`src/rtl/fir_pkg.sv`:
```
// Shared sample types for the FIR chain (filter stage, decimator, consumers).
package fir_pkg;

  localparam int unsigned FIR_DW = 12;

  typedef logic signed [FIR_DW-1:0] fir_sample_t;

endpackage

```
`src/rtl/sync_fifo.sv`:
```
// Show-ahead synchronous FIFO: circular buffer with a registered head so the
// output holds its last value once the FIFO drains.
module sync_fifo
  import fir_pkg::*;
#(
  parameter int unsigned DW    = FIR_DW,
  parameter int unsigned DEPTH = 8
) (
  input  logic                       clk_i,
  input  logic                       rst_ni,
  input  logic                       push_i,
  input  logic [DW-1:0]              wdata_i,
  input  logic                       pop_i,
  output logic                       full_o,
  output logic                       empty_o,
  output logic [$clog2(DEPTH+1)-1:0] level_o,
  output logic [DW-1:0]              head_o
);

  localparam int unsigned PtrW = $clog2(DEPTH);
  localparam int unsigned LvlW = $clog2(DEPTH+1);

  logic [DW-1:0]   mem [DEPTH];
  logic [PtrW-1:0] wr_q, wr_d, rd_q, rd_d, rd_nxt;
  logic [LvlW-1:0] level_q, level_d;
  logic [DW-1:0]   head_q, head_d;
  logic            push_ok, pop_ok;

  assign full_o  = (level_q == LvlW'(DEPTH));
  assign empty_o = (level_q == '0);
  assign level_o = level_q;
  assign head_o  = head_q;

  // Accept/update decision, pointer and level next-state, next head value.
  always_comb begin
    pop_ok  = pop_i && !empty_o;
    // A same-cycle pop frees the slot, so a full FIFO can still take a push.
    push_ok = push_i && (!full_o || pop_ok);
    rd_nxt  = rd_q + PtrW'(1);
    wr_d    = push_ok ? wr_q + PtrW'(1) : wr_q;
    rd_d    = pop_ok ? rd_nxt : rd_q;
    level_d = level_q;
    if (push_ok && !pop_ok) begin
      level_d = level_q + LvlW'(1);
    end else if (pop_ok && !push_ok) begin
      level_d = level_q - LvlW'(1);
    end
    head_d = head_q;
    if (pop_ok) begin
      if (level_q > LvlW'(1)) begin
        head_d = mem[rd_nxt];
      end else if (push_ok) begin
        head_d = wdata_i;
      end
    end else if (push_ok && empty_o) begin
      head_d = wdata_i;
    end
  end

  // Control state and head register.
  always_ff @(posedge clk_i or negedge rst_ni) begin
    if (!rst_ni) begin
      wr_q    <= '0;
      rd_q    <= '0;
      level_q <= '0;
      head_q  <= '0;
    end else begin
      wr_q    <= wr_d;
      rd_q    <= rd_d;
      level_q <= level_d;
      head_q  <= head_d;
    end
  end

  // Storage array; contents are only ever read while valid, so no reset.
  always_ff @(posedge clk_i) begin
    if (push_ok) begin
      mem[wr_q] <= wdata_i;
    end
  end

endmodule

```
`src/rtl/fir_decimator.sv`:
```
// Decimate-by-DECIM stage after the FIR, buffering kept samples for a
// valid/ready consumer. Define FIR_DECIM_AVG_EN to replace drop-sampling with
// a boxcar average over each group of DECIM samples.
module fir_decimator
  import fir_pkg::*;
#(
  parameter int unsigned DW    = FIR_DW,
  parameter int unsigned DECIM = 4,
  parameter int unsigned DEPTH = 8
) (
  input  logic                       Clk,
  input  logic                       Hlt_n,
  input  logic [DW-1:0]              Din,
  input  logic                       Din_vld,
  output logic [DW-1:0]              Dout,
  output logic                       Dout_vld,
  input  logic                       Dout_rdy,
  output logic [$clog2(DEPTH+1)-1:0] Level,
  output logic                       Ovf
);

  localparam int unsigned PhW = $clog2(DECIM);

  logic [PhW-1:0] phase_q, phase_d;
  logic           ovf_q, ovf_d;
  logic           keep, pop, fifo_full, fifo_empty;
  logic [DW-1:0]  push_data;

  assign keep     = Din_vld && (phase_q == PhW'(DECIM - 1));
  assign Dout_vld = !fifo_empty;
  assign pop      = Dout_vld && Dout_rdy;
  assign Ovf      = ovf_q;

`ifdef FIR_DECIM_AVG_EN
  localparam int unsigned AccW = DW + PhW;

  logic signed [AccW-1:0] acc_q, acc_d, din_ext, sum;

  // Running group sum; the kept value is the floor of the group mean.
  always_comb begin
    din_ext   = AccW'($signed(Din));
    sum       = acc_q + din_ext;
    push_data = DW'(sum >>> PhW);
    acc_d     = acc_q;
    if (Din_vld) begin
      acc_d = (phase_q == '0) ? din_ext : sum;
    end
  end

  // Accumulator register.
  always_ff @(posedge Clk or negedge Hlt_n) begin
    if (!Hlt_n) begin
      acc_q <= '0;
    end else begin
      acc_q <= acc_d;
    end
  end
`else
  assign push_data = Din;
`endif

  // Phase advance and sticky overflow when a kept sample finds no room.
  always_comb begin
    phase_d = Din_vld ? phase_q + PhW'(1) : phase_q;
    ovf_d   = ovf_q || (keep && fifo_full && !pop);
  end

  // Phase counter and overflow flag.
  always_ff @(posedge Clk or negedge Hlt_n) begin
    if (!Hlt_n) begin
      phase_q <= '0;
      ovf_q   <= 1'b0;
    end else begin
      phase_q <= phase_d;
      ovf_q   <= ovf_d;
    end
  end

  sync_fifo #(
    .DW    (DW),
    .DEPTH (DEPTH)
  ) u_fifo (
    .clk_i   (Clk),
    .rst_ni  (Hlt_n),
    .push_i  (keep),
    .wdata_i (push_data),
    .pop_i   (pop),
    .full_o  (fifo_full),
    .empty_o (fifo_empty),
    .level_o (Level),
    .head_o  (Dout)
  );

endmodule

```
`config.mk`:
```
export PLATFORM = sky130hd
export DESIGN_NAME = fir_decimator
export DESIGN_NICKNAME = d
export VERILOG_FILES = /design/src/rtl/fir_pkg.sv /design/src/rtl/sync_fifo.sv /design/src/rtl/fir_decimator.sv
export SDC_FILE = /design/constraint.sdc
export NUM_CORES = 1
export LEC_CHECK = 0
export ABC_AREA = 1
export CAP_MARGIN = 20
export CORE_ASPECT_RATIO = 0.5
export CORE_UTILIZATION = 40
export CTS_BUF_LIST = sky130_fd_sc_hd__clkbuf_8
export DETAILED_ROUTE_END_ITERATION = 6
export PLACE_DENSITY = 0.57
export SLEW_MARGIN = 25
export SYNTH_ARGS = -nofsm -noshare
export SYNTH_HDL_FRONTEND = slang
export SYNTH_HIERARCHICAL = 1
export SYNTH_SLANG_ARGS = --single-unit
```
`constraint.sdc`:
```
create_clock -name Clk -period 4.05 [get_ports Clk]
set_clock_uncertainty 0.1 [all_clocks]
set_input_delay 0.6075 -clock Clk [delete_from_list [all_inputs] [get_ports Clk]]
set_output_delay 0.6075 -clock Clk [all_outputs]
set_load 0.005 [all_outputs]
```
==> reports/qor_table.md, run 1 <==
| Step | Quantity | Reported |
| --- | --- | --- |
| layout | Area delta synth->final | 16.8% |
| routing | Vias after detailed routing | 3,933 |
| die | Standard-cell rows | 29 |
| clock tree | Post-CTS setup repair buffer count | 0 |
| global routing | Global Route met3 Usage | 6.53% |
| sta | Total Negative Setup Slacks | 0 ns |
| critical path | Crit path DAT | 2.80 ns |
| logic synthesis | Number of enable flip-flop cells after synthesis | 96 |
| sta | Final slew viol count | 0 |
| clock tree | Deepest level of the CTS H-tree | 4 |
| sta | Headroom to the max-slew limit | 52.6% |
| die | Floorplan die height | 84.8 µm |
| hold path | Worst hold-check path type | reg2reg |
| logic synthesis | Post-synthesis average cell area | 9.71 µm² |
| die | CORE AREA | 0.0130 mm² |
| global routing | Wire length of the first global-routing pass | 20,800 µm |
| global routing | Met1 Usage GRT | 30.7% |
| logic synthesis | Share of the synthesized netlist area taken by xor and xnor gates | 1.60% |
| critical path | Worst setup path startpoint | u_fifo/level_o[0]$_DFFE_PN0P_ |
| pwr | Power density relative to cell area | 729 mW/mm² |
| global routing | Number of antenna violations at the first check in global routing | 0 |
| sta | Period utilisation layout | 70.2% |
| global routing | Global routing's busiest layer | met1 |
| critical path | CP endpoint kind | register |
| critical path | Critical path, cell by cell | inv_1, ha_1, nand2_4, inv_1, inv_1, nand2_1, inv_1, nand2_4, a21oi_4, inv_2, or2_4, nor2_2 |
| clock tree | Clock tree from TritonCTS | built |
| critical path | Startpoint of the worst-slack reg-to-reg timing path | u_fifo/level_o[0]$_DFFE_PN0P_ |
| routing | Number of violations reported at the end of detailed-routing iteration 0 | 349 |
| critical path | End of the worst register-to-register path | u_fifo/mem[0][7]$_DFFE_PP_ |
| logic synthesis | Flip-flop and latch count after synthesis | 121 |
| sta | Endpoints failing hold | 0 |
| clock tree | Resize count post-CTS | 0 |
| logic synthesis | Adder and majority cell fraction of the synthesized area | 1.37% |
| clock tree | Largest buffer count on any clock path | 2 |
| critical path | Worst path max stage delay | 0.50 ns |
| logic synthesis | Post-synthesis simple-gate area fraction | 21.0% |
| critical path | Flop-to-flop setup slack | 1.21 ns |
| logic synthesis | Compound-gate portion of the synthesized area | 3.08% |
| global routing | Pin count of the biggest net entering global routing | 49 |
| routing | Number of nets with antenna violations after routing | 0 |
| logic synthesis | Fraction of registers with async set/reset | 20.7% |
| sta | Worst Max-Slew Pin Slew | 0.710 ns |
| logic synthesis | Top FF cell, synth | edfxtp_1 |
| logic synthesis | Synth top area cells | edfxtp_1 (53%), dfrtp_1 (11%), nand2_1 (11%), nand3_1 (7.2%), inv_1 (6.8%) |
| hold path | End point of the worst hold path | phase_q[0]$_DFFE_PN0P_ |
| critical path | Most used cell along the critical path | inv_1 |
| sta | Tightest hold margin | 0.372 ns |
| sta | Max Fclk | 352 MHz |
| routing | Per-cell routed wire length | 16.9 µm |
| sta | Endpoints failing setup | 0 |
| layout | ANT cells | 0 |
| layout | Total non-filler cell area in the finished layout | 0.00641 mm² |
| place | HPWL reported at the end of detailed placement | 8650 µm |
| routing | Vias per cell | 4.98 |
| logic synthesis | Yosys cell types | 24 |
| logic synthesis | Area share of the largest cell type after synthesis | 52.5% |
| place | Final weighted congestion in routability-driven placement | 0.785 |
| layout | Top library cells by usage in the layout, fill and taps aside | nand2_1 (161), inv_1 (101), edfxtp_1 (96), nand3_1 (79), clkdlybuf4s50_1 (33) |
| routing | First-pass iteration count of the detailed router | 5 |
| hold path | Worst Hold Path Cells | 1 |
| critical path | Highest net fanout along the worst path | 12 |
| die | Die extent in x | 168 µm |
| logic synthesis | Share of synthesized area spent on multiplexers | 0% |
| pwr | Largest voltage drop on the vdd net | 0.000361 V |
| layout | Final core area utilization | 49.2% |
| logic synthesis | Yosys Warn Count | 6 |
| hold path | Origin of the worst min-delay path | phase_q[0]$_DFFE_PN0P_ |
| logic synthesis | Gate count of the mapped netlist | 565 |
| run | Count of max-cap constraint violations | 0 |
| logic synthesis | Post-synthesis cell area | 0.00549 mm² |
| clock tree | Clk_lat worst skew | 0.43 ns |
| logic synthesis | Combinational family with the most area after synthesis | simple AND/OR/NAND/NOR gates |
| logic synthesis | Synthesized netlist net count | 587 |
| critical path | Startpoint types | register |
| routing | Aggregate routed wire length | 13,300 µm |
| pwr | Leakage component of the power | 2.84 nW |
| place | # port buffers | 33 |
| sta | RSZ-0062 raised after global routing | no |
| layout | Most common cell after layout, fill and taps aside | nand2_1 |
| global routing | Overall routing resource usage | 20.3% |
| logic synthesis | Biggest area consumer among synthesized cells | edfxtp_1 |
| global routing | Vias in the first global route | 3,674 |
| critical path | Critical Path RT | 4.01 ns |
| global routing | Routing usage on met2 | 27.8% |
| sta | Clock period minus worst slack | 2.84 ns |
| global routing | GRT Residual Overflow | 0 |
| critical path | Worst setup path category | reg2reg |
| critical path | Master of the slowest instance on the critical path | nor2_2 |
| layout | Number of nets in the finished design | 629 |
| place | Instance area after placement | 0.00602 mm² |
| clock tree | Total CTS buffers | 17 |
| logic synthesis | Proportion of synthesized chip area in sequential cells | 63.9% |
| layout | Layout cells sized above 1 | 9.35% |
| die | Initial cell density of the core | 42.1% |
| clock tree | Clock root buffer | clkbuf_8 |
| clock tree | Clock slew at reported path FFs | 0.07 ns |
| clock tree | Post-cts hold buffer count | 0 |
| die | I/O pins | 34 |
| status | Result of the run | complete, no violations |
| critical path | Depth of the most critical reg-to-reg path | 12 |
| routing | Drc violations | 0 |
| die | Total Die Area | 0.0142 mm² |
| clock tree | Clock sink count | 121 |
## flip-flops by register name (all words and copies together) (netlist names)
name,count
u_fifo/wr_q,3
u_fifo/rd_q,3
phase_q,2
u_fifo/head_o,12
u_fifo/mem,96
u_fifo/level_o,4
Ovf,1
## area by class of cell
cell class,count,area [µm²]
flip-flops and latches,121,3510
inverters,105,394
fillers,1218,6620
multi-input cells,317,1490
repair buffers,45,420
well taps,170,213
clock inverters,15,153
clock buffers,17,234
## synth_stat cells, drive strengths merged (2+ instances only)
library cell  instances
xor2                  7
a21oi                25
o21ai                 5
inv                 105
nand3                79
buf                  13
nor2                 23
nand4                 2
dfrtp                25
nand2               164
edfxtp               96
clkbuf                9
ha                    6
xnor2                 3
or2                   2
## through the flow
stage                     instances  setup slack, ns  total power, mW
final                           790             1.21             4.67
after global routing            790            0.939             4.99
after CTS                       790             1.18             4.67
after detailed placement        758             1.14             3.61
after global placement          758             1.20             3.60
after floorplan                 565             1.49             2.90
## how the worst max path moves through the flow
| stage | slack [ns] | depth (start not counted) | to |
|---|---|---|---|
| 2_1_floorplan | 1.49 | 11 | u_fifo/mem[1][0]$_DFFE_PP_ |
| 3_3_place_gp | 1.20 | 8 | u_fifo/mem[3][6]$_DFFE_PP_ |
| 3_5_place_dp | 1.14 | 8 | u_fifo/mem[0][0]$_DFFE_PP_ |
| 4_1_cts | 1.18 | 12 | u_fifo/mem[0][5]$_DFFE_PP_ |
| 5_1_grt | 0.94 | 12 | u_fifo/mem[5][4]$_DFFE_PP_ |
| 6_report | 1.21 | 12 | u_fifo/mem[0][7]$_DFFE_PP_ |
## layer usage
| metal | share of wire, % | vias up |
|---|---|---|
| li1 | - | 1893 |
| met1 | 49 | 1899 |
| met2 | 41 | 134 |
| met3 | 8.8 | 7 |
| met4 | 0.58 | 0 |
| met5 | 0 | - |
## worst max-delay path: cells and delay by family, from the launching register on
family	cells	cell delay [ns]
adders and majority gates	1	0.29
and+or+nand+nor	5	1.07
buffers and inverters	5	0.36
AOI/OAI and AO/OA	1	0.20
DFF	1	0.45
## power breakdown
part	switching [mW]	leakage (nW)	internal, mW	total, mW
clock network	0.509	0.191	0.546	1.06
registers	0.112	1.15	1.52	1.63
logic	1.30	1.49	0.687	1.99
total	1.92	2.84	2.75	4.67
## logic make-up (layout without fill, tap and decap cells)
family / Yosys count / count (layout)
xor+xnor: 10 / 10
fa+ha+maj: 6 / 6
simple gates: 270 / 270
compound gates: 31 / 31
flops: 121 / 121
buf+inv: 127 / 182
Note: power is estimated with default switching activity, not from simulation.
==> inputs of run 2 (changes only) <==
--- a/config.mk
+++ b/config.mk
@@ -11,7 +11,7 @@
 export CORE_UTILIZATION = 40
 export CTS_BUF_LIST = sky130_fd_sc_hd__clkbuf_8
 export DETAILED_ROUTE_END_ITERATION = 6
-export PLACE_DENSITY = 0.57
+export PLACE_DENSITY = 0.6
 export SLEW_MARGIN = 25
 export SYNTH_ARGS = -nofsm -noshare
 export SYNTH_HDL_FRONTEND = slang
==> constraint.sdc (replaced) <==
create_clock -name Clk -period 2.35 [get_ports Clk]
set_clock_uncertainty 0.1 [all_clocks]
set_input_delay 0.3525 -clock Clk [delete_from_list [all_inputs] [get_ports Clk]]
set_output_delay 0.3525 -clock Clk [all_outputs]
set_load 0.005 [all_outputs]
==> reports/qor_table.md, run 2 (synthesis results as in run 1) <==
| Step | Quantity | Reported | vs previous |
| --- | --- | --- | --- |
| status | Result of the run | complete, no violations | unchanged |
| sta | Endpoints failing setup | 0 | unchanged |
| critical path | Depth of the most critical reg-to-reg path | 13 | was 12 |
| clock tree | Post-cts hold buffer count | 0 | unchanged |
| global routing | Wire length of the first global-routing pass | 20,900 µm | was 20,800 µm |
| pwr | Largest voltage drop on the vdd net | 0.000678 V | was 0.000361 V |
| critical path | Flop-to-flop setup slack | 0.12 ns | was 1.21 ns |
| layout | Largest reg by FF count | u_fifo/mem | unchanged |
| sta | Clock period minus worst slack | 2.23 ns | was 2.84 ns |
| die | CORE AREA | 0.0130 mm² | unchanged |
| routing | Vias after detailed routing | 3,978 | was 3,933 |
| sta | Final slew viol count | 0 | unchanged |
| sta | Tightest hold margin | 0.212 ns | was 0.372 ns |
| place | Pre-CTS setup slack | 0.0480 ns | was 1.14 ns |
| critical path | Startpoint of the worst-slack reg-to-reg timing path | u_fifo/level_o[0]$_DFFE_PN0P_ | unchanged |
| routing | Per-cell routed wire length | 17.1 µm | was 16.9 µm |
| layout | Top library cells by usage in the layout, fill and taps aside | nand2_1 (160), inv_1 (100), edfxtp_1 (96), nand3_1 (79), clkdlybuf4s50_1 (33) | was nand2_1 (161), inv_1 (101), edfxtp_1 (96), nand3_1 (79), clkdlybuf4s50_1 (33) |
| pwr | Leakage component of the power | 2.93 nW | was 2.84 nW |
| clock tree | Largest buffer count on any clock path | 2 | unchanged |
| clock tree | Clk_lat worst skew | 0.43 ns | about the same |
| global routing | Number of antenna violations at the first check in global routing | 0 | unchanged |
| sta | Endpoints failing hold | 0 | unchanged |
| critical path | Critical Path RT | 2.39 ns | was 4.01 ns |
| critical path | End of the worst register-to-register path | u_fifo/mem[2][11]$_DFFE_PP_ | was u_fifo/mem[0][7]$_DFFE_PP_ |
| layout | Filler Cell Count | 1,179 | was 1,218 |
| place | HPWL reported at the end of detailed placement | 9010 µm | was 8650 µm |
| sta | Headroom to the max-slew limit | 63.1% | was 52.6% |
| routing | Aggregate routed wire length | 13,800 µm | was 13,300 µm |
| critical path | CP endpoint kind | register | unchanged |
| clock tree | Clock tree from TritonCTS | built | unchanged |
| layout | Layout Cells excl Fill | 804 | was 790 |
| critical path | Highest net fanout along the worst path | 11 | was 12 |
| clock tree | Clock slew at reported path FFs | 0.07 ns | about the same |
| sta | Max Fclk | 448 MHz | was 352 MHz |
| pwr | Power density relative to cell area | 1240 mW/mm² | was 729 mW/mm² |
| run | Count of max-cap constraint violations | 0 | unchanged |
| layout | Number of flip-flops in the largest register | 96 | unchanged |
| clock tree | Clock sink count | 121 | unchanged |
| layout | Total non-filler cell area in the finished layout | 0.00665 mm² | was 0.00641 mm² |
| critical path | Worst setup path startpoint | u_fifo/level_o[0]$_DFFE_PN0P_ | unchanged |
| place | Final weighted congestion in routability-driven placement | 0.888 | was 0.785 |
| die | Initial cell density of the core | 42.1% | unchanged |
| global routing | Pin count of the biggest net entering global routing | 49 | unchanged |
| routing | Vias per cell | 4.95 | was 4.98 |
| die | Floorplan die height | 84.8 µm | unchanged |
| routing | Number of nets with antenna violations after routing | 0 | unchanged |
| die | I/O pins | 34 | unchanged |
| layout | Area delta synth->final | 21.2% | was 16.8% |
| sta | Worst Max-Slew Pin Slew | 0.552 ns | was 0.710 ns |
| clock tree | Deepest level of the CTS H-tree | 4 | unchanged |
| sta | Total Negative Setup Slacks | 0 ns | unchanged |
| layout | Area used by multi-input combinational logic | 0.00152 mm² | was 0.00149 mm² |
| place | # port buffers | 33 | unchanged |
| die | Die extent in x | 168 µm | unchanged |
| routing | First-pass iteration count of the detailed router | 7 | was 5 |
| die | Standard-cell rows | 29 | unchanged |
| global routing | Vias in the first global route | 3,528 | was 3,674 |
| die | Total Die Area | 0.0142 mm² | unchanged |
| routing | Number of violations reported at the end of detailed-routing iteration 0 | 568 | was 349 |
| clock tree | Total CTS buffers | 17 | unchanged |
| place | Number of cells in the design after placement | 770 | was 758 |
| routing | Drc violations | 0 | unchanged |
| layout | FF/Latch Area | 0.00351 mm² | unchanged |
| critical path | Setup crit end | u_fifo/mem[2][11]$_DFFE_PP_ | was u_fifo/mem[0][7]$_DFFE_PP_ |
| clock tree | Clock root buffer | clkbuf_8 | unchanged |
| global routing | Overall routing resource usage | 20.7% | was 20.3% |
| critical path | Worst setup path category | reg2reg | unchanged |
| layout | Layout cells sized above 1 | 12.5% | was 9.35% |
| sta | Period utilisation layout | 95.1% | was 70.2% |
| global routing | GRT Residual Overflow | 0 | unchanged |
| sta | Post-layout worst setup margin | 0.116 ns | was 1.21 ns |
| critical path | Crit path DAT | 2.28 ns | was 2.80 ns |
| layout | Most common cell after layout, fill and taps aside | nand2_1 | unchanged |
| layout | ANT cells | 0 | unchanged |
| hold path | Worst hold-check path type | in2async | was reg2reg |
| layout | Number of nets in the finished design | 644 | was 629 |
| place | Instance area after placement | 0.00622 mm² | was 0.00602 mm² |
| critical path | Startpoint types | register | unchanged |
## run 2: cell count changes in the layout (fill, tap and decap cells not counted), sizes merged
cell,delta
buf,+15
inv,-2
clkinvlp,+1
## run 2: metrics by stage
| stage | utilization [%] | total power, mW |
|---|---|---|
| finish | 51.1 | 8.23 |
| global route | 51.1 | 8.74 |
| global placement | 47.7 | 6.42 |
| CTS | 50.6 | 8.19 |
| detailed placement | 47.7 | 6.43 |
| floorplan | - | 5.03 |
## run 2: layout make-up
| type | instances | share of cell area [%] |
|---|---|---|
| repair buffers | 60 | 9.71 |
| inverters | 105 | 5.93 |
| multi-input cells | 317 | 22.9 |
| clock buffers | 17 | 3.52 |
| clock inverters | 14 | 2.03 |
| flip-flops and latches | 121 | 52.7 |
| well taps | 170 | 3.20 |
## run 2: worst min path at each step
stage / start / endpoint / slack, ns / cells after the start
after global placement: Ovf$_DFF_PN0_ / Ovf$_DFF_PN0_ / 0.35 / 2
after floorplan: Hlt_n / Ovf$_DFF_PN0_ / -0.04 / 0
after detailed placement: phase_q[0]$_DFFE_PN0P_ / phase_q[0]$_DFFE_PN0P_ / 0.36 / 1
after CTS: Hlt_n / u_fifo/head_o[2]$_DFFE_PN0P_ / 0.19 / 2
after global routing: Hlt_n / u_fifo/head_o[4]$_DFFE_PN0P_ / 0.24 / 2
final: Hlt_n / u_fifo/head_o[4]$_DFFE_PN0P_ / 0.21 / 2
## run 2: per-layer routing
metal	vias to the layer above	track usage, %	routed length, µm
li1	1920	-	-
met1	1866	32.6	6620
met2	178	27.4	5580
met3	14	4.76	1390
met4	0	7.17	174
met5	-	0	0
## run 2: where the power goes
part	switching, mW	total, mW	internal, mW
sequential	0.152	2.76	2.61
combinational	2.36	3.71	1.36
clock	0.834	1.75	0.920
## run 2: critical path, stage by stage (launching register included)
cell     delay, ns
dfrtp_1       0.34
inv_1         0.06
ha_2          0.23
nand2_4       0.10
inv_1         0.04
inv_1         0.06
nand2_1       0.07
inv_2         0.09
nand2_4       0.06
a21oi_4       0.13
inv_2         0.05
or2_4         0.29
nor2_4        0.17
buf_12        0.15
## run 2: what timing repair did
| action | in CTS | in global routing |
|---|---|---|
| setup buffers | 0 | 3 |
| resized for setup | 0 | 1 |
| endpoints found under the setup margin | 0 | 84 |
==> inputs of run 3 (changes only) <==
--- a/config.mk
+++ b/config.mk
@@ -8,10 +8,12 @@
 export ABC_AREA = 1
 export CAP_MARGIN = 20
 export CORE_ASPECT_RATIO = 0.5
-export CORE_UTILIZATION = 40
+export CORE_MARGIN = 4
+export CORE_UTILIZATION = 35
 export CTS_BUF_LIST = sky130_fd_sc_hd__clkbuf_8
 export DETAILED_ROUTE_END_ITERATION = 6
-export PLACE_DENSITY = 0.6
+export GPL_ROUTABILITY_DRIVEN = 0
+export PLACE_DENSITY = 0.54
 export SLEW_MARGIN = 25
 export SYNTH_ARGS = -nofsm -noshare
 export SYNTH_HDL_FRONTEND = slang
==> reports/qor_table.md, run 3 (synthesis results as in run 1) <==
| Step | Quantity | Reported | vs previous |
| --- | --- | --- | --- |
| layout | Final core area utilization | 43.7% | was 51.1% |
| routing | Vias after detailed routing | 3,965 | was 3,978 |
| routing | WL met1 | 6380 µm | was 6620 µm |
| clock tree | Clock tree from TritonCTS | built | unchanged |
| sta | Period utilisation layout | 95.0% | was 95.1% |
| die | I/O pins | 34 | unchanged |
| clock tree | Clk_lat worst skew | 0.43 ns | about the same |
| pwr | Largest voltage drop on the vdd net | 0.000676 V | was 0.000678 V |
| global routing | Wire length of the first global-routing pass | 21,100 µm | was 20,900 µm |
| routing | Met2 routed WL | 5720 µm | was 5580 µm |
| clock tree | Clock sink count | 121 | unchanged |
| sta | Worst Max-Slew Pin Slew | 0.505 ns | was 0.552 ns |
| routing | Top metal layer carrying routed signals | met4 | unchanged |
| place | HPWL reported at the end of detailed placement | 9130 µm | was 9010 µm |
| critical path | Most used cell along the critical path | inv_1 | unchanged |
| sta | Endpoints failing setup | 0 | unchanged |
| sta | Endpoints failing hold | 0 | unchanged |
| critical path | Highest net fanout along the worst path | 12 | was 11 |
| layout | Number of flip-flops in the largest register | 96 | unchanged |
| routing | Number of nets with antenna violations after routing | 0 | unchanged |
| layout | Most common cell after layout, fill and taps aside | nand2_1 | unchanged |
| run | Count of max-cap constraint violations | 0 | unchanged |
| layout | Largest reg by FF count | u_fifo/mem | unchanged |
| sta | Tightest hold margin | 0.210 ns | was 0.212 ns |
| clock tree | Post-cts hold buffer count | 0 | unchanged |
| hold path | Worst hold-check path type | in2async | unchanged |
| place | Number of cells in the design after placement | 806 | was 770 |
| routing | Drc violations | 0 | unchanged |
| place | # port buffers | 33 | unchanged |
| critical path | Depth of the most critical reg-to-reg path | 13 | unchanged |
| die | Standard-cell rows | 32 | was 29 |
| global routing | Overall routing resource usage | 16.2% | was 20.7% |
| place | Pre-CTS setup slack | 0.0496 ns | was 0.0480 ns |
| sta | Max Fclk | 448 MHz | about the same |
| routing | Number of violations reported at the end of detailed-routing iteration 0 | 294 | was 568 |
| die | Die extent in x | 185 µm | was 168 µm |
| die | CORE AREA | 0.0154 mm² | was 0.0130 mm² |
| sta | Headroom to the max-slew limit | 66.2% | was 63.1% |
| critical path | CP endpoint kind | register | unchanged |
| status | Result of the run | complete, no violations | unchanged |
| layout | Number of nets in the finished design | 648 | was 644 |
| die | Total Die Area | 0.0179 mm² | was 0.0142 mm² |
| global routing | Vias in the first global route | 3,735 | was 3,528 |
| critical path | Startpoint types | register | unchanged |
| sta | Clock period minus worst slack | 2.23 ns | about the same |
| routing | Met3 wire length | 1240 µm | was 1390 µm |
| routing | Aggregate routed wire length | 13,500 µm | was 13,800 µm |
| clock tree | Total CTS buffers | 17 | unchanged |
| global routing | GRT Residual Overflow | 0 | unchanged |
| critical path | End of the worst register-to-register path | u_fifo/mem[2][0]$_DFFE_PP_ | was u_fifo/mem[2][11]$_DFFE_PP_ |
| critical path | Worst setup path category | reg2reg | unchanged |
| critical path | Critical Path RT | 2.40 ns | was 2.39 ns |
| critical path | Worst setup path startpoint | u_fifo/level_o[1]$_DFFE_PN0P_ | was u_fifo/level_o[0]$_DFFE_PN0P_ |
| layout | Layout cells sized above 1 | 13.3% | was 12.5% |
| critical path | Critical path, cell by cell | inv_1, ha_4, nand2_4, inv_1, inv_1, nand2_1, inv_2, nand2_4, a21oi_4, inv_2, or2_4, nor2_4, buf_12 | was inv_1, ha_2, nand2_4, inv_1, inv_1, nand2_1, inv_2, nand2_4, a21oi_4, inv_2, or2_4, nor2_4, buf_12 |
| routing | Per-cell routed wire length | 16.0 µm | was 17.1 µm |
| critical path | Crit path DAT | 2.28 ns | about the same |
| pwr | Total power after layout | 8.23 mW | about the same |
| critical path | Flop-to-flop setup slack | 0.12 ns | about the same |
| die | Initial cell density of the core | 35.7% | was 42.1% |
| clock tree | Clock root buffer | clkbuf_8 | unchanged |
| critical path | Master of the slowest instance on the critical path | dfrtp_1 | unchanged |
| layout | Layout Cells excl Fill | 843 | was 804 |
| layout | Area delta synth->final | 22.4% | was 21.2% |
| critical path | Setup crit end | u_fifo/mem[2][0]$_DFFE_PP_ | was u_fifo/mem[2][11]$_DFFE_PP_ |
| clock tree | Largest buffer count on any clock path | 2 | unchanged |
| layout | Top library cells by usage in the layout, fill and taps aside | nand2_1 (160), inv_1 (99), edfxtp_1 (96), nand3_1 (79), clkdlybuf4s50_1 (33) | was nand2_1 (160), inv_1 (100), edfxtp_1 (96), nand3_1 (79), clkdlybuf4s50_1 (33) |
| routing | First-pass iteration count of the detailed router | 5 | was 7 |
| critical path | Startpoint of the worst-slack reg-to-reg timing path | u_fifo/level_o[1]$_DFFE_PN0P_ | was u_fifo/level_o[0]$_DFFE_PN0P_ |
| sta | Final slew viol count | 0 | unchanged |
| pwr | Power density relative to cell area | 1230 mW/mm² | was 1240 mW/mm² |
| pwr | Leakage component of the power | 2.95 nW | was 2.93 nW |
| clock tree | Deepest level of the CTS H-tree | 4 | unchanged |
| routing | Vias per cell | 4.70 | was 4.95 |
| critical path | Worst path max stage delay | 0.36 ns | was 0.34 ns |
| clock tree | Clock slew at reported path FFs | 0.08 ns | was 0.07 ns |
| die | Floorplan die height | 96.5 µm | was 84.8 µm |
| layout | ANT cells | 0 | unchanged |
| sta | Post-layout worst setup margin | 0.118 ns | was 0.116 ns |
| global routing | Number of antenna violations at the first check in global routing | 0 | unchanged |
| global routing | Pin count of the biggest net entering global routing | 50 | was 49 |
==> run 3: per-stage QoR <==
| stage | instance area [µm²] | TNS (ns) |
|---|---|---|
| after floorplan | 5520 | 0 |
| after global placement | 6250 | 0 |
| after detailed placement | 6250 | 0 |
| after CTS | 6630 | 0 |
| after global routing | 6720 | -0.0476 |
| final | 6720 | 0 |
==> run 3: final cells by class <==
cell class | instances | area, µm²
clock inverters | 15 | 143
multi-input cells | 317 | 1530
flip-flops and latches | 121 | 3510
well taps | 204 | 255
fillers | 1495 | 8660
repair buffers | 64 | 651
inverters | 105 | 394
clock buffers | 17 | 234
==> run 3: worst min-delay path by stage <==
stage                        startpoint                             to  cells past startpoint
after detailed placement  Ovf$_DFF_PN0_                  Ovf$_DFF_PN0_                      2
after global routing              Hlt_n  u_fifo/level_o[2]$_DFFE_PN0P_                      2
after CTS                         Hlt_n  u_fifo/level_o[2]$_DFFE_PN0P_                      2
final                             Hlt_n   u_fifo/head_o[2]$_DFFE_PN0P_                      2
after global placement    Ovf$_DFF_PN0_                  Ovf$_DFF_PN0_                      2
after floorplan                   Hlt_n                  Ovf$_DFF_PN0_                      0
==> run 3: timing repair <==
action / CTS / global route
resized for setup: 0 / 2
setup endpoints to repair: 0 / 98
buffers inserted: 0 / 5
==> run 3: where the power goes <==
part | switching (mW) | internal (mW) | leakage [nW]
clock network | 0.917 | 0.856 | 0.183
registers | 0.150 | 2.61 | 1.15
logic | 2.33 | 1.37 | 1.61
==> run 3: worst max-delay path, delay by kind of cell (launching register included) <==
| kind | cells | cell delay [ns] |
|---|---|---|
| adder cells (fa/ha/maj) | 1 | 0.18 |
| AO/OA/AOI/OAI | 1 | 0.13 |
| buffers and inverters | 6 | 0.48 |
| AND/OR/NAND/NOR | 5 | 0.68 |
| flip-flops | 1 | 0.36 |
==> run 3: routing by layer <==
layer | up-vias | GRT usage (%)
li1 | 1937 | -
met1 | 1890 | 23.5
met2 | 124 | 23.5
met3 | 14 | 4.79
met4 | 0 | 4.76
met5 | - | 0
